--- config.mk ---
export PLATFORM = sky130hd
export DESIGN_NAME = quad_split_overlay
export DESIGN_NICKNAME = d
export VERILOG_FILES = /design/src/rtl/quad_split_overlay.sv
export SDC_FILE = /design/constraint.sdc
export NUM_CORES = 1
export LEC_CHECK = 0
export ABC_AREA = 1
export CAP_MARGIN = 20
export CORE_ASPECT_RATIO = 1.4
export CORE_MARGIN = 1
export CORE_UTILIZATION = 46
export CTS_CLUSTER_DIAMETER = 200
export DETAILED_ROUTE_END_ITERATION = 6
export HOLD_SLACK_MARGIN = 0.12
export MAX_ROUTING_LAYER = met4
export PLACE_DENSITY = 0.81
export SLEW_MARGIN = 10
export SYNTH_ARGS = -nofsm -noshare
export SYNTH_HDL_FRONTEND = slang
export SYNTH_SLANG_ARGS = --single-unit
--- constraint.sdc ---
create_clock -name I_clk -period 1.5 [get_ports I_clk]
set_input_delay 0.3 -clock I_clk [delete_from_list [all_inputs] [get_ports I_clk]]
set_output_delay 0.3 -clock I_clk [all_outputs]
set_load 0.02 [all_outputs]
--- src/rtl/quad_split_overlay.sv ---
// quad_split_overlay: draws a 2x2 quad-view border and no-signal fill over RGB565 video, 1-cycle latency
//   I_clk/I_rst                 : video clock, synchronous active-high reset
//   I_en                        : 1 = overlay on, 0 = pass-through
//   I_nosig                     : per-quadrant no-signal flags (bit0 TL, bit1 TR, bit2 BL, bit3 BR)
//   I_vid_vs/I_vid_de/I_vid_data: input video timing and RGB565 pixel
//   O_vid_vs/O_vid_de/O_vid_data: registered, overlaid video
//   O_line_err/O_frame_err      : single-cycle pulses on wrong line length / line count
module quad_split_overlay #(
    parameter int          H_ACTIVE    = 1024,
    parameter int          V_ACTIVE    = 768,
    parameter int          LINE_W      = 2,
    parameter logic [15:0] LINE_COLOR  = 16'hFFFF,
    parameter logic [15:0] NOSIG_COLOR = 16'h001F
) (
    input  logic        I_clk,
    input  logic        I_rst,
    input  logic        I_en,
    input  logic [3:0]  I_nosig,
    input  logic        I_vid_vs,
    input  logic        I_vid_de,
    input  logic [15:0] I_vid_data,
    output logic        O_vid_vs,
    output logic        O_vid_de,
    output logic [15:0] O_vid_data,
    output logic        O_line_err,
    output logic        O_frame_err
);
    localparam logic [10:0] XA  = 11'(H_ACTIVE);
    localparam logic [10:0] YA  = 11'(V_ACTIVE);
    localparam logic [10:0] LW  = 11'(LINE_W);
    localparam logic [10:0] XE  = 11'(H_ACTIVE - LINE_W);
    localparam logic [10:0] YE  = 11'(V_ACTIVE - LINE_W);
    localparam logic [10:0] XH  = 11'(H_ACTIVE / 2);
    localparam logic [10:0] YH  = 11'(V_ACTIVE / 2);
    localparam logic [10:0] XM0 = 11'(H_ACTIVE / 2 - LINE_W / 2);
    localparam logic [10:0] XM1 = 11'(H_ACTIVE / 2 + LINE_W / 2);
    localparam logic [10:0] YM0 = 11'(V_ACTIVE / 2 - LINE_W / 2);
    localparam logic [10:0] YM1 = 11'(V_ACTIVE / 2 + LINE_W / 2);
    logic [10:0] x, y;
    logic [3:0]  nosig_q;
    logic        frame_seen;
    logic        vs_rise, de_fall, border;
    logic [1:0]  q;
    logic [15:0] pix;
    // The registered vs/de outputs double as the previous-cycle copies for edge detection
    assign vs_rise = I_vid_vs & ~O_vid_vs;
    assign de_fall = O_vid_de & ~I_vid_de;
    // x/y hold the position of the current pixel: the counters advance after it is classified
    assign border = x < LW || x >= XE || y < LW || y >= YE ||
                    (x >= XM0 && x < XM1) || (y >= YM0 && y < YM1);
    assign q = {y >= YH, x >= XH};
    assign pix = (!I_en || !I_vid_de) ? I_vid_data :
                 border               ? LINE_COLOR :
                 nosig_q[q]           ? NOSIG_COLOR : I_vid_data;
    always_ff @(posedge I_clk) begin
        if (I_rst) begin
            O_vid_vs    <= 1'b0;
            O_vid_de    <= 1'b0;
            O_vid_data  <= 16'h0000;
            O_line_err  <= 1'b0;
            O_frame_err <= 1'b0;
            x           <= '0;
            y           <= '0;
            nosig_q     <= '0;
            frame_seen  <= 1'b0;
        end else begin
            O_vid_vs    <= I_vid_vs;
            O_vid_de    <= I_vid_de;
            O_vid_data  <= pix;
            O_line_err  <= de_fall && x != XA;
            O_frame_err <= vs_rise && frame_seen && y != YA;
            if (vs_rise) begin
                x          <= '0;
                y          <= '0;
                nosig_q    <= I_nosig;
                frame_seen <= 1'b1;
            end else if (de_fall) begin
                x <= '0;
                y <= (y == 11'h7FF) ? y : y + 11'd1;
            end else if (I_vid_de && x != 11'h7FF) begin
                x <= x + 11'd1;
            end
        end
    end
endmodule

==> flow_summary.json <==
{
  "postLayoutCoreUtil_pct": 71.5,
  "grt_first_pass_wirelength_mm": 9.21,
  "r2r-end": "O_vid_data[5]$_SDFF_PP0_",
  "max_clock_freq_mhz": 657,
  "dieArea_um2": 5320,
  "dr.pass1.iters": 4,
  "vias": 2413,
  "clk_path_buf_depth": 2,
  "setup_violations": 10,
  "grt_max_degree": 17,
  "crit_fanout": 8,
  "rrSetupSlack_ps": -20,
  "synth_area_um2": 2310,
  "postRouteAntennaNets": 0,
  "ios": 45,
  "setup_slack_ps": -22.3,
  "finalCriticalPeriod_ps": 1520,
  "critPathLaunch": "y[1]$_SDFFE_PP0P_",
  "max_slew.worst_pin.slew_ps": 304,
  "start_kind": "register",
  "cap_violations": 0,
  "synth_warnings": 0,
  "place_hpwl_mm": 4.26,
  "pwr_density_cell_nw_per_um2": 725,
  "die_height_um": 85.9,
  "tritoncts": "yes",
  "syn_inst": 322,
  "syn-mean-instance-area_um2": 7.18,
  "hp-class": "reg -> reg",
  "skew_ps": 4.61,
  "grtUsageTotal_pct": 23.8,
  "ys_ff_latch": 47,
  "cts_buffers": 5,
  "syn2layout_area_growth_pct": 49.6,
  "drt-total-wl_mm": 6.33,
  "finalNetCount": 447,
  "yosysTopAreaCellShare_pct": 40.7,
  "htreeDepth": 2,
  "drc": 0,
  "period_share_pct": 101,
  "io_buffers": 44,
  "critPathKind": "reg -> reg",
  "r2r-start": "y[1]$_SDFFE_PP0P_",
  "ys_seq_area_share_pct": 40.7,
  "drive_gt1_share_pct": 33.4,
  "grt_pass1_vias": 2156,
  "start_util_pct": 47.8,
  "diodes": 0,
  "crit_path_end_kind": "register",
  "global_route.overflow_total": 0,
  "cts-root-buf": "clkbuf_8",
  "gp_congestion": 0.870,
  "clk_pin_slew_ps": 90,
  "synth_top_cell_by_area": "dfxtp_1",
  "relSlewSlack_pct": 79.6,
  "hold-path-endpoint": "O_frame_err$_SDFF_PP0_",
  "antenna_found_initial": 0,
  "dr.first_iter.drc_count": 153,
  "power_leakage_nw": 1.60,
  "status": "finished, violations left",
  "reg2reg_depth": 11,
  "vdd_ir_drop_max_v": 0.000441,
  "dieWidth_um": 61.9,
  "synth_fp_nets": 351,
  "cts.sinks": 47,
  "avgViaCountPerCell": 5.00,
  "drv_slew": 0,
  "rows": 30,
  "final_hold_viol_count": 0,
  "synth_cell_type_count": 35,
  "failed_checks": "setup timing",
  "dp_slack_ps": -155,
  "worstPathRequired_ps": 1740,
  "worstPathArrival_ps": 1760,
  "clock_latency_ps": 300,
  "core_um2": 4840,
  "hold_path_depth": 2,
  "rsz0062_at_grt": "yes",
  "wl_per_cell_um": 13.1,
  "synth_area_leaders": "dfxtp_1 (41%), nand2_1 (12%), nor2_1 (7.3%)",
  "min_from": "frame_seen$_SDFFE_PP0P_"
}
[placed cells by master, fill, tap and decap left out, drive strengths merged, types with 4 or more instances in the layout]
master         Yosys  routed
clkdlybuf4s50      0      24
nor2              52      52
o21ai             12      12
nand2             79      80
buf                6      50
nor3               9       9
inv               44      43
clkbuf             0       6
nand3             19      19
dlygate4sd2        0      20
a21oi             29      29
nand4              4       4
dfxtp             47      47
xor2               5       5
ha                 4       4
[area by class of cell]
type	count	area, um^2
well taps	64	80.1
multi-input cells	226	1320
fillers	361	1380
clock buffers	6	82.6
inverters	44	176
clock inverters	2	16.3
repair buffers	94	816
flip-flops and latches	47	976
[timing repair]
| action | CTS | global route |
|---|---|---|
| setup endpoints to repair | 41 | 28 |
| endpoints found under the hold margin | 0 | 0 |
| gates cloned | 1 | 0 |
| pin swaps | 4 | 28 |
| buffers inserted | 1 | 10 |
| hold buffers | 0 | 0 |
| resized for setup | 45 | 41 |
[layer usage]
metal,global-route usage (%),vias to the layer above,share of wire (%)
li1,-,1215,-
met3,4.52,11,3.5
met4,9.90,0,1.5
met5,-,-,0
met1,24.1,1133,38
met2,42.8,54,57
[stage by stage]
| step | power [W] | hold slack, ps | setup TNS (ps) | instance area [um^2] | cells |
|---|---|---|---|---|---|
| 6_report | 0.00251 | 447 | -145 | 3460 | 483 |
| 3_3_place_gp | 0.00171 | 439 | -1830 | 3090 | 463 |
| 3_5_place_dp | 0.00172 | 434 | -3280 | 3090 | 463 |
| 2_1_floorplan | 0.00152 | 420 | 0 | 2310 | 322 |
| 5_1_grt | 0.00262 | 471 | -1800 | 3460 | 483 |
| 4_1_cts | 0.00252 | 447 | 0 | 3260 | 473 |
[how the worst max path moves through the flow]
stage,endpoint,slack (ps),cells past startpoint
after global routing,O_vid_data[5]$_SDFF_PP0_,-120,11
after detailed placement,y[10]$_SDFFE_PP0P_,-150,10
after floorplan,O_vid_data[10]$_SDFF_PP0_,50,10
final,O_vid_data[5]$_SDFF_PP0_,-20,11
after global placement,y[10]$_SDFFE_PP0P_,-120,10
after CTS,x[9]$_SDFFE_PP0P_,1,10
[logic make-up (layout without fill, tap and decap cells)]
logic type | count (synthesis) | in the layout | synth area share [%]
AO/OA/AOI/OAI | 46 | 46 | 12.0
XOR/XNOR | 6 | 6 | 2.27
adder cells (fa/ha/maj) | 4 | 4 | 2.16
buffers and inverters | 50 | 146 | 9.25
flip-flops | 47 | 47 | 40.7
multiplexers | 1 | 1 | 0.433
AND/OR/NAND/NOR | 168 | 169 | 33.2
[where the power goes]
group / leakage, nW / internal [W] / switching [W] / total (W)
Sequential: 0.396 / 0.00129 / 0.0000194 / 0.00131
Combinational: 1.16 / 0.000179 / 0.000204 / 0.000383
Clock: 0.0474 / 0.000377 / 0.000442 / 0.000819
Total: 1.60 / 0.00184 / 0.000666 / 0.00251
[worst max-delay path, stage by stage, from the launching register on]
cell     delay [ps]
dfxtp_4         370
buf_4           150
nor2_4          110
nand2_1          60
nor2_1          110
nand2_1          70
nand2_1          80
nor2_2           50
nand3_4         120
buf_12          130
nand2_8          80
a21oi_2         130
[state kept, by name, indices dropped and copies added, names as in the netlist]
signal / count
O_vid_data: 16
x: 11
y: 11
nosig_q: 4
O_frame_err: 1
O_line_err: 1
O_vid_de: 1
O_vid_vs: 1
frame_seen: 1
[cell usage after synthesis, drive strengths merged]
cell type  instances
nor3b              1
nor2              52
ha                 4
nand2             79
or2                2
nor3               9
xor2               5
nand3b             1
o211ai             1
a22o               1
a21oi             29
buf                6
mux2i              1
nand4              4
xnor2              1
o21ai             12
nand3             19
inv               44
a31oi              3
and3               1
dfxtp             47
No activity file was read; power rests on OpenSTA's default activity.
